**src/rtl/muldiv_unit.sv**
```systemverilog
// Iterative MIPS-style HI/LO multiply/divide unit: shift-add multiply, restoring divide, MTHI/MTLO.
// Optional macro MULDIV_FAST_MUL_EN replaces the iterative multiply with a single-cycle product.
module muldiv_unit #(
  parameter int WIDTH = 32
) (
  input  logic             clk,
  input  logic             reset,
  input  logic             start,
  input  logic [5:0]       FuncCode,
  input  logic [WIDTH-1:0] op_a,
  input  logic [WIDTH-1:0] op_b,
  output logic             busy,
  output logic             done,
  output logic             div_by_zero,
  output logic [WIDTH-1:0] hi,
  output logic [WIDTH-1:0] lo
);

  localparam logic [5:0] F_MULT  = 6'b011000;
  localparam logic [5:0] F_MULTU = 6'b011001;
  localparam logic [5:0] F_DIV   = 6'b011010;
  localparam logic [5:0] F_DIVU  = 6'b011011;
  localparam logic [5:0] F_MTHI  = 6'b010001;
  localparam logic [5:0] F_MTLO  = 6'b010011;

  localparam int             CW       = $clog2(WIDTH);
  localparam logic [CW-1:0]  CNT_INIT = CW'(WIDTH - 1);

  typedef enum logic [1:0] {S_IDLE, S_MUL, S_DIV, S_FIN} state_t;

`ifdef MULDIV_FAST_MUL_EN
  localparam state_t MUL_ENTRY = S_FIN;
`else
  localparam state_t MUL_ENTRY = S_MUL;
`endif

  state_t               state_q, state_d;
  logic [CW-1:0]        cnt_q, cnt_d;
  logic [2*WIDTH-1:0]   acc_q, acc_d;     // mul: {partial, multiplier}; div: {remainder, dividend/quotient}
  logic [WIDTH-1:0]     opnd_q, opnd_d;   // multiplicand or divisor magnitude
  logic                 neg_q, neg_d;
  logic                 rem_neg_q, rem_neg_d;
  logic                 is_div_q, is_div_d;
  logic                 dbz_pend_q, dbz_pend_d;
  logic [WIDTH-1:0]     hi_q, hi_d, lo_q, lo_d;
  logic                 busy_q, busy_d, done_q, done_d, dbz_q, dbz_d;

  logic                 is_signed;
  logic [WIDTH-1:0]     a_mag, b_mag;
  logic [WIDTH:0]       mul_sum;
  logic [2*WIDTH-1:0]   mul_next;
  logic [WIDTH:0]       div_shift;
  logic [WIDTH-1:0]     div_diff;
  logic                 div_ge;
  logic [2*WIDTH-1:0]   div_next;
  logic [2*WIDTH-1:0]   prod_mag, prod_res;
  logic [WIDTH-1:0]     quo_res, rem_res;

  assign is_signed = (FuncCode == F_MULT) || (FuncCode == F_DIV);
  assign a_mag     = (is_signed && op_a[WIDTH-1]) ? -op_a : op_a;
  assign b_mag     = (is_signed && op_b[WIDTH-1]) ? -op_b : op_b;

  // One shift-add step: conditionally add multiplicand to the upper half, then shift right.
  assign mul_sum  = {1'b0, acc_q[2*WIDTH-1:WIDTH]} + (acc_q[0] ? {1'b0, opnd_q} : '0);
  assign mul_next = {mul_sum, acc_q[WIDTH-1:1]};

  // One restoring step; the shifted remainder needs one extra bit before the compare.
  assign div_shift = {acc_q[2*WIDTH-1:WIDTH], acc_q[WIDTH-1]};
  assign div_ge    = div_shift >= {1'b0, opnd_q};
  assign div_diff  = WIDTH'(div_shift - {1'b0, opnd_q});
  assign div_next  = div_ge ? {div_diff, acc_q[WIDTH-2:0], 1'b1}
                            : {div_shift[WIDTH-1:0], acc_q[WIDTH-2:0], 1'b0};

`ifdef MULDIV_FAST_MUL_EN
  assign prod_mag = {{WIDTH{1'b0}}, opnd_q} * {{WIDTH{1'b0}}, acc_q[WIDTH-1:0]};
`else
  assign prod_mag = acc_q;
`endif

  assign prod_res = neg_q ? -prod_mag : prod_mag;
  assign quo_res  = neg_q ? -acc_q[WIDTH-1:0] : acc_q[WIDTH-1:0];
  assign rem_res  = rem_neg_q ? -acc_q[2*WIDTH-1:WIDTH] : acc_q[2*WIDTH-1:WIDTH];

  always_comb begin
    // NOTE: every variable gets a default here so no path leaves it unassigned (no latch).
    state_d    = state_q;
    cnt_d      = cnt_q;
    acc_d      = acc_q;
    opnd_d     = opnd_q;
    neg_d      = neg_q;
    rem_neg_d  = rem_neg_q;
    is_div_d   = is_div_q;
    dbz_pend_d = dbz_pend_q;
    hi_d       = hi_q;
    lo_d       = lo_q;
    done_d     = 1'b0;
    dbz_d      = 1'b0;

    unique case (state_q)
      S_IDLE: begin
        if (start) begin
          unique case (FuncCode)
            F_MULT, F_MULTU: begin
              is_div_d   = 1'b0;
              dbz_pend_d = 1'b0;
              opnd_d     = a_mag;
              acc_d      = {{WIDTH{1'b0}}, b_mag};
              neg_d      = is_signed && (op_a[WIDTH-1] ^ op_b[WIDTH-1]);
              rem_neg_d  = 1'b0;
              cnt_d      = CNT_INIT;
              state_d    = MUL_ENTRY;
            end
            F_DIV, F_DIVU: begin
              is_div_d   = 1'b1;
              dbz_pend_d = (op_b == '0);
              opnd_d     = b_mag;
              acc_d      = {{WIDTH{1'b0}}, a_mag};
              neg_d      = is_signed && (op_a[WIDTH-1] ^ op_b[WIDTH-1]);
              rem_neg_d  = is_signed && op_a[WIDTH-1];
              cnt_d      = CNT_INIT;
              state_d    = (op_b == '0) ? S_FIN : S_DIV;
            end
            F_MTHI:  hi_d = op_a;
            F_MTLO:  lo_d = op_a;
            default: ;
          endcase
        end
      end
      S_MUL: begin
        acc_d = mul_next;
        cnt_d = cnt_q - CW'(1);
        if (cnt_q == '0) state_d = S_FIN;
      end
      S_DIV: begin
        acc_d = div_next;
        cnt_d = cnt_q - CW'(1);
        if (cnt_q == '0) state_d = S_FIN;
      end
      S_FIN: begin
        state_d = S_IDLE;
        done_d  = 1'b1;
        dbz_d   = dbz_pend_q;
        if (!dbz_pend_q) begin
          if (is_div_q) begin
            hi_d = rem_res;
            lo_d = quo_res;
          end else begin
            hi_d = prod_res[2*WIDTH-1:WIDTH];
            lo_d = prod_res[WIDTH-1:0];
          end
        end
      end
      default: state_d = S_IDLE;
    endcase

    busy_d = (state_d != S_IDLE);
  end

  always_ff @(posedge clk) begin
    // NOTE: sequential state uses non-blocking assignment so all flops update from pre-edge values.
    if (reset) begin
      state_q <= S_IDLE;
      hi_q    <= '0;
      lo_q    <= '0;
      busy_q  <= 1'b0;
      done_q  <= 1'b0;
      dbz_q   <= 1'b0;
    end else begin
      state_q <= state_d;
      hi_q    <= hi_d;
      lo_q    <= lo_d;
      busy_q  <= busy_d;
      done_q  <= done_d;
      dbz_q   <= dbz_d;
    end
  end

  // NOTE: datapath registers are always loaded before use, so they carry no reset.
  always_ff @(posedge clk) begin
    cnt_q      <= cnt_d;
    acc_q      <= acc_d;
    opnd_q     <= opnd_d;
    neg_q      <= neg_d;
    rem_neg_q  <= rem_neg_d;
    is_div_q   <= is_div_d;
    dbz_pend_q <= dbz_pend_d;
  end

  assign busy        = busy_q;
  assign done        = done_q;
  assign div_by_zero = dbz_q;
  assign hi          = hi_q;
  assign lo          = lo_q;

endmodule
```
**config.mk**
```make
export PLATFORM = sky130hd
export DESIGN_NAME = muldiv_unit
export DESIGN_NICKNAME = d
export VERILOG_FILES = /design/src/rtl/muldiv_unit.sv
export SDC_FILE = /design/constraint.sdc
export NUM_CORES = 1
export LEC_CHECK = 0
export ABC_CLOCK_PERIOD_IN_PS = 12100
export CAP_MARGIN = 0
export CORE_MARGIN = 3
export CORE_UTILIZATION = 49
export CTS_BUF_LIST = sky130_fd_sc_hd__clkbuf_2
export DETAILED_ROUTE_END_ITERATION = 10
export GPL_TIMING_DRIVEN = 0
export PLACE_DENSITY_LB_ADDON = 0.1
export SYNTH_ARGS = -nofsm -noshare
export SYNTH_HDL_FRONTEND = slang
export SYNTH_SLANG_ARGS = --single-unit
```
**constraint.sdc**
```tcl
create_clock -name clk -period 12.1 [get_ports clk]
set_clock_uncertainty 0.1 [all_clocks]
set_input_delay 1.21 -clock clk [delete_from_list [all_inputs] [get_ports clk]]
set_output_delay 1.21 -clock clk [all_outputs]
set_load 0.02 [all_outputs]
```
Word level (Yosys, flattened, before mapping) --
Cells that the tools add are included.
Word-level totals: register bits 174, latch bits 0, RAM bits 0, bits in read-only memories 0, output and inout port bits 67, memories 0
Operators by class: add/subtract/negate cells 8, $mul 0, div/mod/pow operators 0, $lt $le $gt $ge 1, equal/unequal tests 15, shift operators 0, muxes and demuxes 33, bitwise logic cells 2, reduce and logical (&&, ||, !) cells 23
Operators by type and width (count):
- 2-to-1 mux 32 bit | 13
- 2-to-1 mux 64 bit | 3
- case mux 32 bit (2 select lines) | 3
- case mux 64 bit (3 select lines) | 1
- negation 32 bit | 4
- case mux 64 bit (2 select lines) | 1
- negation 64 bit | 1
- equality test 6 x 5 -> 1 bit (second input constant) | 6
- adder 32 x 32 -> 33 bit | 1
- greater-or-equal comparator 33 x 32 -> 1 bit | 1
- logical NOT 32 bit | 1
- subtractor 32 bit | 1
- AND reduction 3 bit | 4
- 2-to-1 mux 5 bit | 2
- case mux 5 bit (2 select lines) | 1
- AND reduction 4 bit | 2
- nonzero test 2 bit | 4
- OR reduction 2 bit | 4
- inequality test 2 bit (second input constant) | 3
- case mux 1 bit (2 select lines) | 3
- case mux 2 bit (3 select lines) | 1
- logical NOT 5 bit | 1
- subtractor 5 x 1 -> 5 bit (second input constant) | 1
- equality test 2 bit (second input constant) | 2
- 13 further kinds | 18

Depth between registers and ports, before layout --
depth in word-level cells 7, depth in mapped cells 14, mapped depth without buffers 13

Worst setup path before layout --
No wires, ideal clock.
path type input-to-reg, from input port FuncCode[2], to register acc_q[0], enable pin, library setup time 0.507 ns, arrival 4.981 ns, data required time 11.493 ns, path slack 6.512 ns, stages 4, path buffers 0, path through nor3b_1 -> and3_1 -> inv_1 -> a21oi_1
On the way: word-level cells in the longest chain between the ends 4
Ends and longest elaborated chain:
- from (decl) | RTL line 9 | input logic [5:0] FuncCode,
- equality test 6 x 5 -> 1 bit | RTL line 102 | unique case (FuncCode)
- OR reduction 2 bit | RTL line 102
- inequality test 3 x 1 -> 1 bit (no source line) (*)
- AND reduction 3 bit (no source line) (*)
- to (signal assigned) | RTL line 181 | acc_q <= acc_d;
- to (decl) | RTL line 39 | logic [2*WIDTH-1:0] acc_q, acc_d;
Mark *: on every way between the ends. The rest lies on a longest branch, timed or not. A chain may end at the register's enable or synchronous reset.

Final worst setup path --
from register acc_q[0], to register acc_q[61] (data pin)
On the way: word-level cells in the longest chain between the ends 3
Ends and longest elaborated chain:
- 2-to-1 mux 32 bit | RTL line 64 | assign mul_sum = {1'b0, acc_q[2*WIDTH-1:WIDTH]} + (acc_q[0] ? {1'b0, opnd_q} : '0);
- adder 32 x 32 -> 33 bit | RTL line 64
- case mux 64 bit (3 select lines) | RTL line 99 | unique case (state_q)
- net acc_d[61] | RTL line 39
The timed path passes the listed nets, and every way through them passes these cells.

==> impl_results.md <==
* Setup CP Type: reg2reg
* Post-synthesis sequential area ratio at 31.0%
* Synth Net Count at 1946
* Largest area contributor in the netlist: edfxtp_1
* Hold Path Stages at 2
* Die Ht at 179 microns
* Startpoint Class: register
* Die footprint at 0.0320 sq mm
* Ranking of synthesized cells by area: edfxtp_1 22%, dfxtp_1 9.4%, a21oi_1 6.5%
* Vias in the first global route at 13826
* Synth Area per Inst at 8.14 sq um
* Fraction of registers with async set or reset after synthesis at 0%
* Power density cells at 75.2 mW/mm^2
* FF-to-FF path depth at 13
* Worst Hold Class: reg2reg
* Starting DRC count in detailed routing at 2134
* Share of the synthesized area in the top cell type at 21.5%
* Peak VDD IR at 0.0835 mV
* Met3 WL at 6670 microns
* DR pass1 iterations at 7
* Slew Limit Headroom at 39.8%
* Number of synthesized register bits at 174
* Largest net degree at the start of global routing at 37
* Commonest cells in the netlist: 220 x nor2_1, 191 x a21oi_1, 158 x nand2_1
* First-pass GRT wire length at 85700 microns
* Post-CTS Setup Inserts at 0
* Synth cell types at 74
* CP peak stage delay at 0.74 ns
* Detail-routed via count per cell at 6.57
* Critical path capture point type: register
* Max Cap Violations at 0
* Core Region at 0.0291 sq mm
* Final min period at 4.73 ns
* FF-to-FF Start: acc_q[0]$_DFFE_PP_
* R2R setup slack at 7.37 ns
* Htree depth at 4
* DR WL/cell at 24.7 microns
* Most numerous cell in the Yosys netlist: nor2_1
* Slew Viols, Final at 0
* Final Cycle Share at 39.1%
* CTS Sinks at 174
* Slowest stage cell, crit path: nor4bb_1
* Synthesized instance count at 1798
* Final Util at 57.8%
* Hold endpoint: lo[6]$_SDFFE_PP0P_
* Synth Warn # at 0
* WL met2 at 24000 microns
* Filler instances at 2802
* I/O Pins at 140
* Top routing layer used: met4
* Cts repair resizes at 0
* Most used DFF post-synth: edfxtp_1
* Fmax at 0.212 GHz
* Setup TNS Final at 0 ns
* Worst Min Path Start: lo[6]$_SDFFE_PP0P_
* Worst hold slack at 0.378 ns
* Number of port buffers at 136
* CTS tree: yes
* GR Overflow Total at 0
* CP Max Fanout at 10
* Clock Tree Buf Depth at 2
* Number of enable flip-flop cells after synthesis at 105
* Final hold vios at 0
* Critical path buffers and inverters at 2
* Antenna viol nets, final at 0
* Std-Cell Rows at 62
* CTS buffer count at 17
* Gp weighted congestion at 1.01
* Worst-Margin Slew at 0.892 ns
* M1 WL at 25100 microns
* Hpwl dp at 47000 microns
* Lkg Pwr at 6.21 nW
* DRC at 0
* Mapped Area at 0.0146 sq mm
* Vias at 15462
* Hold_buf cts at 0
* CP required at 12.59 ns
* Die width at 179 microns
* RSZ-0062 raised after global routing: no
* GRT Total Usage at 35.7%
* CP Cell Sequence: inv_1 > clkbuf_1 > nor2_1 > ha_1 > a211oi_1 > o21ai_0 > nor4bb_1 > o2111ai_1 > a31oi_1 > nor4_1 > nor3_1 > mux2i_1 > o311ai_0
* Total wire length at 58200 microns
* Run status: complete, no violations
* Crit path max-delay family: simple AND/OR/NAND/NOR gates
* Setup violators final at 0
* Nets at 2104
* Initial antenna violation count at 1
* Reg-to-reg endpoint: acc_q[61]$_DFFE_PP_
* Ratio of cells with drive above 1 in the final layout at 3.10%
* Clock Pin Slew Worst Setup and Hold Paths at 0.32 ns
* Layout area overhead at 14.9%
* Initial Util at 50.3%
* Clk_lat worst skew at 0.88 ns
* CP arrival at 5.22 ns
* Clock tree root driver cell: clkbuf_2
## where the power goes
group          switching (mW)  internal (mW)  leakage [nW]  total, mW
combinational           0.170          0.105          4.56      0.276
sequential             0.0203          0.646          1.51      0.667
clock                   0.254         0.0687         0.143      0.322
## worst min-delay path, stage by stage, from the launching register on
cell and delay [ns]:
dfxtp_1 0.39, nand2_1 0.05, a21oi_1 0.05
## worst max-delay path by stage
stage	end	slack (ns)	cells past startpoint	from
floorplan	acc_q[0]$_DFFE_PP_	6.51	4	FuncCode[2]
detailed placement	acc_q[25]$_DFFE_PP_	7.33	10	op_a[2]
finish	acc_q[61]$_DFFE_PP_	7.37	13	acc_q[0]$_DFFE_PP_
CTS	acc_q[61]$_DFFE_PP_	7.55	13	acc_q[0]$_DFFE_PP_
global placement	acc_q[36]$_DFFE_PP_	3.94	5	FuncCode[4]
global route	acc_q[61]$_DFFE_PP_	7.02	13	acc_q[0]$_DFFE_PP_
## logic make-up after synthesis
kind of cell,count (synthesis),share of synthesized area (%)
AOI/OAI and AO/OA,565,24.8
xor gates and xnor gates,169,10.1
adders and majority gates,75,6.52
buffers and inverters,165,4.33
DFF,174,31.0
muxes,59,4.04
and+or+nand+nor,591,19.3
## through the flow
step                      cell area (sq um)  worst slack, ns  instances  power, mW
final                                 16800             7.37       2354       1.26
after global placement                16500             3.94       2318      0.939
after floorplan                       14600             6.51       1798      0.823
after CTS                             16800             7.55       2353       1.26
after detailed placement              16600             7.33       2321      0.944
after global routing                  16800             7.02       2354       1.31
## cells in the final DEF, fill, tap and decap left out, types with 8 or more instances in the layout
cell type / netlist / layout
xor2_1: 95 / 95
xnor2_1: 74 / 74
nor4_1: 22 / 22
o41ai_1: 15 / 15
nor2b_1: 11 / 11
and2_1: 13 / 12
buf_1: 8 / 8
or4_1: 18 / 18
clkbuf_2: 0 / 18
nor3_1: 26 / 26
nor2_1: 220 / 220
clkdlybuf4s50_1: 0 / 136
o211ai_1: 14 / 14
o22ai_1: 25 / 25
a21o_1: 36 / 36
o21ai_0: 92 / 92
nand3_1: 30 / 30
and3_1: 15 / 15
o31ai_1: 16 / 16
inv_1: 61 / 61
nand4_1: 10 / 10
o21a_1: 12 / 12
or3_1: 17 / 17
dfxtp_1: 69 / 69
mux2i_1: 59 / 59
nand2_1: 158 / 158
a221oi_1: 33 / 33
clkbuf_1: 88 / 88
a21oi_1: 191 / 190
ha_1: 73 / 73
nand2b_1: 12 / 12
o21bai_1: 10 / 10
a31oi_1: 11 / 11
edfxtp_1: 105 / 105
a211oi_1: 55 / 55
## metal layers
| metal | up-vias | track usage [%] |
|---|---|---|
| li1 | 6980 | - |
| met1 | 7349 | 52.6 |
| met2 | 983 | 50.6 |
| met3 | 150 | 8.01 |
| met4 | 0 | 13.4 |
| met5 | - | 0 |
## cell type report
cell class	count	area [sq um]	share of cell area (%)
Tap cell	384	480	2.86
Antenna cell	1	2.50	0.0149
Timing Repair Buffer	139	1440	8.59
Clock inverter	14	146	0.871
Inverter	63	236	1.41
Multi-Input combinational cell	1459	9480	56.4
Sequential cell	174	4530	27.0
Clock buffer	18	90.1	0.536
Buffer	102	397	2.36
## flip-flops by register name, summed over array words and instances (netlist names)
signal	count
state_q	2
is_div_q	1
dbz_pend_q	1
rem_neg_q	1
cnt_q	5
done	1
opnd_q	32
neg_q	1
lo	32
div_by_zero	1
acc_q	64
busy	1
hi	32
Note: power is estimated with default switching activity, not from simulation.
